==> src/rtl/peri_pkg.sv <==
// Shared definitions for the eFlash PIM peripheral: command modes, output-buffer
// FSM encoding, read-window offsets and status-word bit positions.
package peri_pkg;

  localparam logic [2:0] MODE_PIM = 3'b011;

  typedef enum logic [1:0] {
    IDLE    = 2'd0,
    ARMED   = 2'd1,
    CAPTURE = 2'd2,
    DONE    = 2'd3
  } out_state_e;

  localparam logic [31:0] OB_DATA_OFS = 32'h0;
  localparam logic [31:0] OB_STAT_OFS = 32'h4;
  localparam logic [31:0] OB_LEFT_OFS = 32'h8;

  localparam int ST_EMPTY_BIT = 16;
  localparam int ST_FULL_BIT  = 17;
  localparam int ST_OVF_BIT   = 18;
  localparam int ST_DONE_BIT  = 19;
  localparam int ST_STATE_LSB = 20;

endpackage

==> src/rtl/peri_sync_fifo.sv <==
// Synchronous 32-bit FIFO with registered read data and same-cycle push/pop,
// including push+pop while full (slot reuse) and while empty (pop yields 0).
module peri_sync_fifo #(
  parameter int DEPTH = 16,
  parameter int CNT_W = $clog2(DEPTH) + 1
) (
  input  logic             clk_i,
  input  logic             rst_i,
  input  logic             clr_i,
  input  logic             push_i,
  input  logic [31:0]      wdata_i,
  input  logic             pop_i,
  output logic [31:0]      rdata_o,
  output logic [CNT_W-1:0] count_o,
  output logic             full_o,
  output logic             empty_o
);

  localparam int PTR_W = $clog2(DEPTH);
  localparam logic [PTR_W-1:0] PTR_ONE = PTR_W'(1);
  localparam logic [CNT_W-1:0] CNT_ONE = CNT_W'(1);
  localparam logic [CNT_W-1:0] CNT_MAX = CNT_W'(DEPTH);

  logic [31:0]      mem_q [DEPTH];
  logic [PTR_W-1:0] wr_ptr_q, wr_ptr_d, rd_ptr_q, rd_ptr_d;
  logic [CNT_W-1:0] count_q, count_d;
  logic [31:0]      rdata_q, rdata_d;
  logic             do_push, do_pop;

  assign full_o  = (count_q == CNT_MAX);
  assign empty_o = (count_q == '0);
  assign count_o = count_q;
  assign rdata_o = rdata_q;

  // A full FIFO still accepts a push when a pop frees the head slot this cycle.
  assign do_push = push_i && !clr_i && (!full_o || pop_i);
  assign do_pop  = pop_i && !clr_i && !empty_o;

  // NOTE: every always_comb output gets a default first so no path leaves it unassigned (no latch).
  always_comb begin
    wr_ptr_d = wr_ptr_q;
    rd_ptr_d = rd_ptr_q;
    count_d  = count_q;
    rdata_d  = rdata_q;
    if (do_push) wr_ptr_d = wr_ptr_q + PTR_ONE;
    if (do_pop)  rd_ptr_d = rd_ptr_q + PTR_ONE;
    if (do_push && !do_pop)      count_d = count_q + CNT_ONE;
    else if (do_pop && !do_push) count_d = count_q - CNT_ONE;
    if (pop_i) rdata_d = empty_o ? 32'h0 : mem_q[rd_ptr_q];
    if (clr_i) begin
      wr_ptr_d = '0;
      rd_ptr_d = '0;
      count_d  = '0;
      rdata_d  = '0;
    end
  end

  // NOTE: storage is deliberately not reset; pointers and count define which entries are live.
  always_ff @(posedge clk_i) begin
    if (do_push) mem_q[wr_ptr_q] <= wdata_i;
  end

  // NOTE: sequential state uses non-blocking assignment so all flops update from pre-edge values.
  always_ff @(posedge clk_i) begin
    if (rst_i) begin
      wr_ptr_q <= '0;
      rd_ptr_q <= '0;
      count_q  <= '0;
      rdata_q  <= '0;
    end else begin
      wr_ptr_q <= wr_ptr_d;
      rd_ptr_q <= rd_ptr_d;
      count_q  <= count_d;
      rdata_q  <= rdata_d;
    end
  end

endmodule

==> src/rtl/peri_out_buf_ctrl.sv <==
// PIM output-buffer controller: arms on a PIM command, captures exec_cnt+1 ADC
// words into a FIFO and serves host pop/status/words-left reads with latency 1.
module peri_out_buf_ctrl
  import peri_pkg::*;
#(
  parameter int          DEPTH   = 16,
  parameter logic [31:0] RD_BASE = 32'h4000_0100,
  parameter int          CNT_W   = $clog2(DEPTH) + 1
) (
  input  logic        clk_i,
  input  logic        rst_i,
  input  logic        pim_en_i,
  input  logic [2:0]  pim_mode_i,
  input  logic [3:0]  exec_cnt_i,
  input  logic        adc_valid_i,
  input  logic [31:0] adc_data_i,
  input  logic        rd_req_i,
  input  logic [31:0] rd_addr_i,
  input  logic        clr_i,
  output logic        rd_valid_o,
  output logic [31:0] rd_data_o,
  output logic        busy_o,
  output logic        done_o,
  output logic        ovf_o
);

  out_state_e       state_q, state_d;
  logic [4:0]       words_left_q, words_left_d;
  logic             done_q, done_d, ovf_q, ovf_d;
  logic             rd_valid_q, rd_valid_d, rd_pop_q, rd_pop_d;
  logic [31:0]      rd_data_q, rd_data_d;
  logic [31:0]      status_word;
  logic             push, pop;
  logic [31:0]      fifo_rdata;
  logic [CNT_W-1:0] fifo_count;
  logic             fifo_full, fifo_empty;

  assign push = adc_valid_i && !clr_i && (state_q == ARMED || state_q == CAPTURE);
  assign pop  = rd_req_i && !clr_i && (rd_addr_i == RD_BASE + OB_DATA_OFS);

  peri_sync_fifo #(.DEPTH(DEPTH), .CNT_W(CNT_W)) u_fifo (
    .clk_i   (clk_i),
    .rst_i   (rst_i),
    .clr_i   (clr_i),
    .push_i  (push),
    .wdata_i (adc_data_i),
    .pop_i   (pop),
    .rdata_o (fifo_rdata),
    .count_o (fifo_count),
    .full_o  (fifo_full),
    .empty_o (fifo_empty)
  );

  always_comb begin
    status_word                                = '0;
    status_word[CNT_W-1:0]                     = fifo_count;
    status_word[ST_EMPTY_BIT]                  = fifo_empty;
    status_word[ST_FULL_BIT]                   = fifo_full;
    status_word[ST_OVF_BIT]                    = ovf_q;
    status_word[ST_DONE_BIT]                   = done_q;
    status_word[ST_STATE_LSB+1:ST_STATE_LSB]   = state_q;
  end

  always_comb begin
    state_d      = state_q;
    words_left_d = words_left_q;
    done_d       = done_q;
    ovf_d        = ovf_q;
    rd_valid_d   = rd_req_i;
    rd_pop_d     = 1'b0;
    rd_data_d    = 32'h0;

    if (rd_req_i) begin
      case (rd_addr_i)
        RD_BASE + OB_DATA_OFS: rd_pop_d  = 1'b1;
        RD_BASE + OB_STAT_OFS: rd_data_d = status_word;
        RD_BASE + OB_LEFT_OFS: rd_data_d = {27'h0, words_left_q};
        default:               rd_data_d = 32'h0;
      endcase
    end

    case (state_q)
      IDLE: begin
        if (pim_en_i && pim_mode_i == MODE_PIM) begin
          state_d      = ARMED;
          words_left_d = {1'b0, exec_cnt_i} + 5'd1;
          done_d       = 1'b0;
        end
      end
      ARMED, CAPTURE: begin
        if (adc_valid_i) begin
          words_left_d = words_left_q - 5'd1;
          if (words_left_q == 5'd1) begin
            state_d = DONE;
            done_d  = 1'b1;
          end else begin
            state_d = CAPTURE;
          end
        end
      end
      DONE:    state_d = IDLE;
      default: state_d = IDLE;
    endcase

    // A dropped word still counts toward the command; only the flag records the loss.
    if (push && fifo_full && !pop) ovf_d = 1'b1;

    if (clr_i) begin
      state_d      = IDLE;
      words_left_d = '0;
      done_d       = 1'b0;
      ovf_d        = 1'b0;
      rd_valid_d   = 1'b0;
      rd_pop_d     = 1'b0;
      rd_data_d    = 32'h0;
    end
  end

  always_ff @(posedge clk_i) begin
    if (rst_i) begin
      state_q      <= IDLE;
      words_left_q <= '0;
      done_q       <= 1'b0;
      ovf_q        <= 1'b0;
      rd_valid_q   <= 1'b0;
      rd_pop_q     <= 1'b0;
      rd_data_q    <= '0;
    end else begin
      state_q      <= state_d;
      words_left_q <= words_left_d;
      done_q       <= done_d;
      ovf_q        <= ovf_d;
      rd_valid_q   <= rd_valid_d;
      rd_pop_q     <= rd_pop_d;
      rd_data_q    <= rd_data_d;
    end
  end

  // Pop responses come straight from the FIFO's registered read port.
  assign rd_data_o  = rd_pop_q ? fifo_rdata : rd_data_q;
  assign rd_valid_o = rd_valid_q;
  assign busy_o     = (state_q == ARMED) || (state_q == CAPTURE);
  assign done_o     = done_q;
  assign ovf_o      = ovf_q;

endmodule
==> config.mk <==
export PLATFORM = sky130hd
export DESIGN_NAME = peri_out_buf_ctrl
export DESIGN_NICKNAME = d
export VERILOG_FILES = /design/src/rtl/peri_pkg.sv /design/src/rtl/peri_sync_fifo.sv /design/src/rtl/peri_out_buf_ctrl.sv
export SDC_FILE = /design/constraint.sdc
export NUM_CORES = 1
export LEC_CHECK = 0
export CAP_MARGIN = 20
export CORE_MARGIN = 2
export CORE_UTILIZATION = 48
export CTS_BUF_LIST = sky130_fd_sc_hd__clkbuf_2 sky130_fd_sc_hd__clkbuf_4 sky130_fd_sc_hd__clkbuf_8
export CTS_CLUSTER_SIZE = 8
export DETAILED_ROUTE_END_ITERATION = 7
export PLACE_DENSITY = 0.73
export SYNTH_ARGS = -nofsm -noshare
export SYNTH_HDL_FRONTEND = slang
export SYNTH_SLANG_ARGS = --single-unit
==> constraint.sdc <==
create_clock -name clk_i -period 6.6 [get_ports clk_i]
set_input_delay 1.32 -clock clk_i [delete_from_list [all_inputs] [get_ports clk_i]]
set_output_delay 1.32 -clock clk_i [all_outputs]
set_load 0.01 [all_outputs]
==> metrics.md <==
| Metric | Value |
|---|---|
| Outcome | finished with violations |
| Failing checks | DRC |
| Most common cell after layout, fill and taps aside | edfxtp_1 |
| Hold Crit Class | reg2reg |
| Post-synthesis cell area | 0.0227 mm^2 |
| Clk slew on worst S/H paths | 60 ps |
| Share of cells above drive strength 1 | 0.253 |
| Number of synthesized flops with an enable pin | 512 |
| Residual DRC | 12 |
| 1st-iter DRT viols | 1012 |
| Ant. Diodes | 0 |
| Met1 Usage GRT | 0.265 |
| Crit path DAT | ~5300 ps |
| Synth Instances | 1160 |
| First-pass GRT wire length | between 70000 and 80000 um |
| Final period util | 0.718 |
| I/O Pins | 113 |
| Max transition margin | 0.311 |
| Worst R2R Path Depth | 13 |
| TritonRoute pass-1 iters | 7 |
| Die Ht | 222 um |
| FFs w/ async S/R, synth | 0 |
| Power Density | 268 mW/mm^2 |
| Most frequent cells in the layout | 512 x edfxtp_1, 128 x mux4_2, 112 x clkdlybuf4s50_1 |
| Final Setup Violations | 0 |
| CTS Buffer Depth | 3 |
| Largest stage delay, worst path | 550 ps |
| VDD IR max | approximately 0.13 mV |
| Critical path required time | 7170 ps |
| Cell variety after synth | 56 |
| Met2 usage | 0.319 |
| Nets@finish | roughly 1400 |
| GRT Max-Usage Layer | met2 |
| Critical Path End | u_fifo.count_o[4]$_SDFFE_PP0P_ |
| Core Area | 0.0467 mm^2 |
| Worst-margin pin slew | between 1000 and 1500 ps |
| Antenna violations before repair | 1 |
| P_leak | 8.35 nW |
| Reg2reg start | state_q[0]$_SDFFE_PP0P_ |
| Logic depth of the worst path, buffers included | 13 |
| Pin count of the biggest net entering global routing | 100 |
| Setup Crit Path Kind | in2reg |
| Post-DP Area | 0.0246 mm^2 |
| Syn Area/Cell | 19.6 um^2 |
| R2R setup slack | 3040 ps |
| Setup Buffers After CTS | 0 |
| Critical path origin | rd_addr_i[1] |
| ANT nets after route | 0 |
| Via/cell ratio | ~5.7 |
| Buffers on Ports | 112 |
| Wire per inst | 23.6 um |
| Buf+Inv Stages, Crit Path | 2 |
| Post_cts resized | 0 |
| Clk_lat worst skew | 640 ps |
| Grt total ovfl | 0 |
| CTS Sinks | 583 |
| Aggregate routed wire length | between 40000 and 50000 um |
| CTS buffer count | 93 |
| Via Count | approximately 12000 |
| CTS tree | built |
| Setup Skew | around 22 ps |
| F_max | 0.211 GHz |
| H-Tree Depth | 3 |
| Final Hold Viols | 0 |
| Synth Warn # | 0 |
| Final core occ | 0.569 |
| Initial Util | 0.487 |
| Worst Setup End Kind | register |
| Fin area | 0.0265 mm^2 |
| Vias in the first global route | roughly 12000 |
| Max-Cap Viols | 0 |
| Hold path cells | 1 |
| Post-synthesis sequential area ratio | 0.739 |
| CP max FO | 14 |
| Met3 Use GR | 0.0400 |
| Syn Nets | 1252 |
| Placer congestion estimate | 0.789 |
| Die area | between 0.04 and 0.05 mm^2 |
| Syn-to-layout area delta | 16.7% |
| Post-Place Cells | ~1800 |
| FF-to-FF End | u_fifo.count_o[4]$_SDFFE_PP0P_ |
| # hold bufs at CTS | 0 |
| Max-slew violation total from the final report | 0 |
| Finished Layout Cells | approximately 2000 |
| Critical path's slowest cell | or4_4 |
| Synth Register Bits | a little under 600 |
| CP Launch Type | primary input |
| Crit path time final | 4740 ps |
| Setup TNS | 0 ps |
| Dominant synthesized flop cell | edfxtp_1 |
| Largest delay share family, worst path | simple AND/OR/NAND/NOR gates |
| Clk root buf | clkbuf_8 |
| Die Wd | 222 um |
| Crit-path cells | clkdlybuf4s50_1 > or4_4 > or4_4 > nor3_4 > nand2_1 > ha_1 > inv_1 > ha_1 > a21o_1 > a21oi_1 > xnor2_1 > or3_1 > a21oi_1 |
| # rows | 79 |
| Post-DP HPWL | 28000 um |
| Tot GR Track Use | 0.195 |
| RSZ-0062 raised after global routing | false |
==> flip-flops by register name, summed over array words and instances (netlist names), named ones only <==
name and cells:
rd_pop_q 1, rd_valid_o 1, words_left_q 5, u_fifo.rdata_o 32, done_o 1, u_fifo.wr_ptr_q 4
ovf_o 1, u_fifo.count_o 5, u_fifo.rd_ptr_q 4, rd_data_q 11, u_fifo.mem_q 512, state_q 2
==> per-stage QoR <==
step	hold slack, ps	setup WS, ps	total power [mW]
3_3_place_gp	456	1350	4.22
4_1_cts	476	1940	7.17
2_1_floorplan	440	1060	4.12
5_1_grt	491	1680	7.34
3_5_place_dp	457	1270	4.22
6_report	471	1860	7.11
==> worst register-to-register path, delay by kind of cell, from the launching register on <==
family,cells,cell delay (ps)
AOI/OAI and AO/OA,3,480
buffers and inverters,2,170
DFF,1,380
adders and majority gates,3,1180
xor gates and xnor gates,1,90
and+or+nand+nor,4,1200
==> where the power goes <==
| group | switching (mW) | internal [mW] | total [mW] |
|---|---|---|---|
| clock | 1.34 | 1.63 | 2.97 |
| sequential | 0.00240 | 4.01 | 4.01 |
| combinational | 0.0768 | 0.0555 | 0.132 |
| total | 1.41 | 5.70 | 7.11 |
==> per-layer routing <==
metal	up-vias	part of all wire
li1	5103	-
met1	5994	0.42
met2	390	0.49
met3	65	0.065
met4	2	0.018
met5	-	0.00025
==> how the worst min path moves through the flow <==
stage / from / to / slack, ps
final: u_fifo.rdata_o[31]$_SDFFE_PP0N_ / u_fifo.rdata_o[31]$_SDFFE_PP0N_ / 470
after global routing: u_fifo.rdata_o[28]$_SDFFE_PP0N_ / u_fifo.rdata_o[28]$_SDFFE_PP0N_ / 490
after CTS: u_fifo.rdata_o[11]$_SDFFE_PP0N_ / u_fifo.rdata_o[11]$_SDFFE_PP0N_ / 480
after detailed placement: u_fifo.rdata_o[29]$_SDFFE_PP0N_ / u_fifo.rdata_o[29]$_SDFFE_PP0N_ / 460
after global placement: u_fifo.rdata_o[29]$_SDFFE_PP0N_ / u_fifo.rdata_o[29]$_SDFFE_PP0N_ / 460
after floorplan: u_fifo.rdata_o[10]$_SDFFE_PP0N_ / u_fifo.rdata_o[10]$_SDFFE_PP0N_ / 440
==> kinds of logic (layout without fill, tap and decap cells) <==
| family | count (synthesis) | count (layout) | synth area share |
|---|---|---|---|
| flops | 583 | 583 | 0.739 |
| mux | 179 | 179 | 0.150 |
| simple gates | 160 | 160 | 0.0397 |
| compound gates | 142 | 142 | 0.0446 |
| buf+inv | 74 | 317 | 0.0155 |
| fa+ha+maj | 15 | 15 | 0.00859 |
| xor+xnor | 7 | 7 | 0.00270 |
==> cell type report <==
class / count / area [um^2]
multi-input combinational: 503 / 5700
tap: 607 / 759
inverter: 9 / 33.8
sequential: 583 / 16800
clock buffer: 144 / 1700
timing repair buffer: 140 / 1410
fill: 3473 / 20100
clock inverter: 24 / 118
==> synthesized netlist by cell type (19+ instances only) <==
cell type	count	area share
a21oi_1	44	0.0097
dfxtp_1	71	0.063
mux2i_1	39	0.017
mux4_2	128	0.13
a211oi_1	34	0.011
clkbuf_1	32	0.0053
a22o_1	30	0.012
nor2_1	34	0.0056
nor2b_1	34	0.0094
nand2_1	19	0.0031
and2_1	21	0.0058
edfxtp_1	512	0.68
Power figures use the tool's default switching activity.
==> edit 1, RTL diff (config.mk and constraints unchanged) <==
Compare `count_q` against `CNT_MAX` with >= in place of ==.
--- a/src/rtl/peri_sync_fifo.sv
+++ b/src/rtl/peri_sync_fifo.sv
@@ -29,3 +29,3 @@
 
-  assign full_o  = (count_q == CNT_MAX);
+  assign full_o  = (count_q >= CNT_MAX);
   assign empty_o = (count_q == '0);
Check against the original RTL: same outputs for any inputs over 4 cycles, from zero or initial values; that may be too few to reach the edited logic, so the function may still have changed.
==> edit 1 against the original RTL <==
Sequential cell count unchanged; synthesized cell count decreased by 0.43%; clock power rose by 3%; cell count shrank 1.1%; critical endpoint unchanged; routed wire length decreased by 1.9%; highest routed layer unchanged; first-iteration DRC count is 21% higher; maximum frequency up 1.0%; global-route usage decreased by 0.61 points; total power increased by 1.3%; area after synthesis shrank 0.23%; design area fell by 0.87%; non-clock buffer count is 21 lower; setup slack better by 0.048 ns.
==> edit 1: results (changes against the original RTL) <==
<table>
<tr><th>Metric</th><th>Value</th></tr>
<tr><th colspan="2">Outcome</th></tr>
<tr><td>Outcome</td><td>completed</td></tr>
<tr><th colspan="2">Power and ir drop</th></tr>
<tr><td>Sw Ratio</td><td>19.8% (-0.11 points)</td></tr>
<tr><td>Worst vdd rail ir drop</td><td>0.151 mV (+16%)</td></tr>
<tr><th colspan="2">Synth</th></tr>
<tr><td>Synthesized-area fraction occupied by adder cells</td><td>0.861% (+0.0019 points)</td></tr>
<tr><td>Post-Synthesis Net Count</td><td>1247 (-0.40%)</td></tr>
<tr><td>Synthesized-area fraction occupied by xor and xnor cells</td><td>0.270% (+0.00061 points)</td></tr>
<tr><td>Portion of the post-synthesis area used by sequential elements</td><td>74.1% (+0.17 points)</td></tr>
<tr><th colspan="2">Final layout</th></tr>
<tr><td>Final cell count without fillers</td><td>1988 (-1.1%)</td></tr>
<tr><th colspan="2">GRT</th></tr>
<tr><td>Largest net degree at the start of global routing</td><td>129 (+29%)</td></tr>
<tr><td>Vias in the first global route</td><td>11705 (-3.5%)</td></tr>
<tr><td>Total track usage</td><td>18.9% (-0.61 points)</td></tr>
<tr><td>Met2 track demand over resource</td><td>30.5% (-1.4 points)</td></tr>
<tr><td>Met1 track demand over resource</td><td>25.8% (-0.63 points)</td></tr>
<tr><th colspan="2">STA</th></tr>
<tr><td>Final setup skew</td><td>0.0249 ns (+0.00268 ns)</td></tr>
<tr><td>Max Freq</td><td>213 MHz (+1.0%)</td></tr>
<tr><th colspan="2">Drt</th></tr>
<tr><td>Number of DRC violations after detailed routing</td><td>0 (-12)</td></tr>
<tr><td>Wirelength per Cell</td><td>23.4 um (-0.83%)</td></tr>
<tr><td>Met3 routed WL</td><td>2950 um (-3.9%)</td></tr>
<tr><td>Mean number of vias per cell</td><td>5.74 (about the same)</td></tr>
<tr><th colspan="2">Critical path</th></tr>
<tr><td>Critical path peak fanout</td><td>21 (+7)</td></tr>
<tr><td>Highest cell delay on the worst timing path</td><td>0.73 ns (+0.18 ns)</td></tr>
<tr><td>Worst EP arrival</td><td>5.25 ns (-0.06 ns)</td></tr>
<tr><th colspan="2">Place</th></tr>
<tr><td>RD Place Congestion</td><td>0.731 (-7.3%)</td></tr>
<tr><td>Number of placed cells counting well taps</td><td>1816 (-1.1%)</td></tr>
<tr><td>Sum of net half-perimeters after detailed placement</td><td>24400 um (-13%)</td></tr>
<tr><td>Pre-CTS setup slack</td><td>1.35 ns (+0.0875 ns)</td></tr>
</table>
==> edit 1: path summary, 6_finish.rpt <==
path                                                      start                               to  slack, ns  depth (start not counted)
worst max-delay path                              rd_addr_i[21]   u_fifo.count_o[4]$_SDFFE_PP0P_       1.91                         13
worst min register to register  u_fifo.rdata_o[28]$_SDFFE_PP0P_  u_fifo.rdata_o[28]$_SDFFE_PP0P_       0.47                          1
worst min-delay path            u_fifo.rdata_o[28]$_SDFFE_PP0P_  u_fifo.rdata_o[28]$_SDFFE_PP0P_       0.47                          1
worst max register to register          state_q[0]$_SDFFE_PP0P_   u_fifo.count_o[4]$_SDFFE_PP0P_       2.87                         12
==> edit 1: layout make-up <==
type	count	area [sq um]
Multi-Input combinational cell	499	5600
Clock inverter	22	136
Sequential cell	583	16800
Inverter	8	30.0
Timing Repair Buffer	119	1210
Clock buffer	150	1750
Tap cell	607	759
Fill cell	3490	20300
==> edit 2, RTL diff (same flow settings) <==
Without the edit above. `DEPTH` is set to 16 in 2 places; all go to 32.
--- a/src/rtl/peri_sync_fifo.sv
+++ b/src/rtl/peri_sync_fifo.sv
@@ -3,3 +3,3 @@
 module peri_sync_fifo #(
-  parameter int DEPTH = 16,
+  parameter int DEPTH = 32,
   parameter int CNT_W = $clog2(DEPTH) + 1
--- a/src/rtl/peri_out_buf_ctrl.sv
+++ b/src/rtl/peri_out_buf_ctrl.sv
@@ -5,3 +5,3 @@
 #(
-  parameter int          DEPTH   = 16,
+  parameter int          DEPTH   = 32,
   parameter logic [31:0] RD_BASE = 32'h4000_0100,
Function: same outputs for any inputs over 4 cycles, from zero or initial values; that may be too few to reach the edited logic, so the function may still have changed.
==> edit 2 against the original RTL <==
Global-route usage increased by 2.7 points; routed wire length increased by 110%; largest power group unchanged; cell count increased by 86%; area after synthesis increased by 89%; design area increased by 87%; critical endpoint is now u_fifo.count_o[5]$_SDFFE_PP0P_; non-clock buffer count increased by 42; setup slack improved by 0.050 ns; sequential cell count increased by 517; total power increased by 89%.
==> edit 2: results (changes against the original RTL) <==
<table>
<tr><th>Metric</th><th>Value</th></tr>
<tr><th colspan="2">Clocking</th></tr>
<tr><td>Number of buffers created by CTS</td><td>171 (+84%)</td></tr>
<tr><td>H-tree Lvls</td><td>4 (+1)</td></tr>
<tr><th colspan="2">STA</th></tr>
<tr><td>Final setup skew</td><td>0.0378 ns (+0.0157 ns)</td></tr>
<tr><td>Minimum clock period after layout</td><td>4.69 ns (-0.0498 ns)</td></tr>
<tr><th colspan="2">Critical path</th></tr>
<tr><td>Crit path from</td><td>rd_addr_i[18]</td></tr>
<tr><td>Critical path peak fanout</td><td>17 (+3)</td></tr>
<tr><td>Capturing element of the worst setup path</td><td>u_fifo.count_o[5]$_SDFFE_PP0P_</td></tr>
<tr><td>Highest cell delay on the worst timing path</td><td>0.81 ns (+0.26 ns)</td></tr>
<tr><td>Cell count of the worst reg-to-reg path</td><td>7 (-6)</td></tr>
<tr><th colspan="2">Final layout</th></tr>
<tr><td>Share of layout cells above drive strength 1</td><td>24.8% (-0.52 points)</td></tr>
<tr><td>Final cell count without fillers</td><td>3732 (+86%)</td></tr>
<tr><th colspan="2">Drt</th></tr>
<tr><td>Mean number of vias per cell</td><td>6.04 (+5.0%)</td></tr>
<tr><td>Number of DRC violations after detailed routing</td><td>0 (-12)</td></tr>
<tr><td>DRT iter0 DRCs</td><td>2731 (+170%)</td></tr>
<tr><th colspan="2">Synth</th></tr>
<tr><td>Post-Synthesis Net Count</td><td>2303 (+84%)</td></tr>
<tr><td>Most frequent cells after synthesis</td><td>sky130_fd_sc_hd__edfxtp_1, sky130_fd_sc_hd__mux4_2, sky130_fd_sc_hd__mux2i_1</td></tr>
<tr><td>Main area contributors after synthesis</td><td>sky130_fd_sc_hd__edfxtp_1, sky130_fd_sc_hd__mux4_2, sky130_fd_sc_hd__mux2i_1</td></tr>
<tr><th colspan="2">Power and ir drop</th></tr>
<tr><td>Worst vdd rail ir drop</td><td>0.196 mV (+52%)</td></tr>
<tr><td>Static power due to leakage</td><td>15.1 nW (+81%)</td></tr>
<tr><th colspan="2">GRT</th></tr>
<tr><td>Antenna violations before repair</td><td>5 (+4)</td></tr>
<tr><td>Total track usage</td><td>22.2% (+2.7 points)</td></tr>
<tr><td>Met1 track demand over resource</td><td>33.3% (+6.8 points)</td></tr>
<tr><th colspan="2">Outcome</th></tr>
<tr><td>Outcome</td><td>completed</td></tr>
<tr><th colspan="2">Floorplan</th></tr>
<tr><td>Chip Width</td><td>303 um (+37%)</td></tr>
<tr><th colspan="2">Place</th></tr>
<tr><td>Sum of net half-perimeters after detailed placement</td><td>61700 um (+120%)</td></tr>
</table>
-- edit 2: changes by cell type after synthesis, moves of 26 or more --
| cell | unedited run | this run |
|---|---|---|
| sky130_fd_sc_hd__nand2_1 | 19 | 51 |
| sky130_fd_sc_hd__nor2_1 | 34 | 101 |
| sky130_fd_sc_hd__clkbuf_1 | 32 | 73 |
| sky130_fd_sc_hd__mux4_2 | 128 | 192 |
| sky130_fd_sc_hd__a211oi_1 | 34 | 2 |
| sky130_fd_sc_hd__nor2b_1 | 34 | 8 |
| sky130_fd_sc_hd__a221oi_1 | 1 | 43 |
| sky130_fd_sc_hd__a22o_1 | 30 | 4 |
| sky130_fd_sc_hd__mux2i_1 | 39 | 167 |
| sky130_fd_sc_hd__edfxtp_1 | 512 | 1024 |
-- edit 2: cell families after synthesis --
group | Yosys count | share of synthesized area, %
DFF | 1100 | 75.0
and+or+nand+nor | 279 | 3.36
muxes | 393 | 14.8
adders and majority gates | 16 | 0.483
xor gates and xnor gates | 7 | 0.142
AOI/OAI and AO/OA | 267 | 4.75
buffers and inverters | 148 | 1.43
-- edit 2: worst min-delay path by stage --
stage	from	to	slack (ns)	depth (start not counted)
final	done_o$_SDFFE_PP0P_	rd_data_q[19]$_SDFF_PP0_	0.49	1
after global routing	done_o$_SDFFE_PP0P_	rd_data_q[19]$_SDFF_PP0_	0.50	1
after CTS	done_o$_SDFFE_PP0P_	rd_data_q[19]$_SDFF_PP0_	0.49	1
after detailed placement	done_o$_SDFFE_PP0P_	rd_data_q[19]$_SDFF_PP0_	0.48	1
after global placement	u_fifo.rd_ptr_q[1]$_SDFFE_PP0P_	flip-flop	0.47	2
after floorplan	u_fifo.rdata_o[15]$_SDFFE_PP0N_	u_fifo.rdata_o[15]$_SDFFE_PP0N_	0.42	2
-- edit 2: layer usage --
layer | vias to the layer above | share of wire, %
met5 | - | 0
met3 | 103 | 9.2
met4 | 0 | 1.7
li1 | 9581 | -
met2 | 1134 | 47
met1 | 11707 | 42
-- edit 2: metrics by stage --
stage	power [W]	hold slack, ns	area, sq um
floorplan	0.00780	0.417	43000
global placement	0.00797	0.474	45700
detailed placement	0.00798	0.484	45900
CTS	0.0135	0.491	49300
global route	0.0138	0.501	49500
finish	0.0134	0.491	49500
-- edit 2: power by group --
group	switching, W	internal [W]	total (W)
clock	0.00258	0.00300	0.00558
sequential	0.00000255	0.00762	0.00762
combinational	0.000155	0.0000711	0.000226
-- edit 2: final cells by class --
class	count	area [sq um]
Fill cell	6502	39100
Clock inverter	40	284
Timing Repair Buffer	182	1940
Tap cell	1165	1460
Antenna cell	5	12.5
Multi-Input combinational cell	962	10400
Clock buffer	258	3060
Inverter	20	75.1
Sequential cell	1100	32300
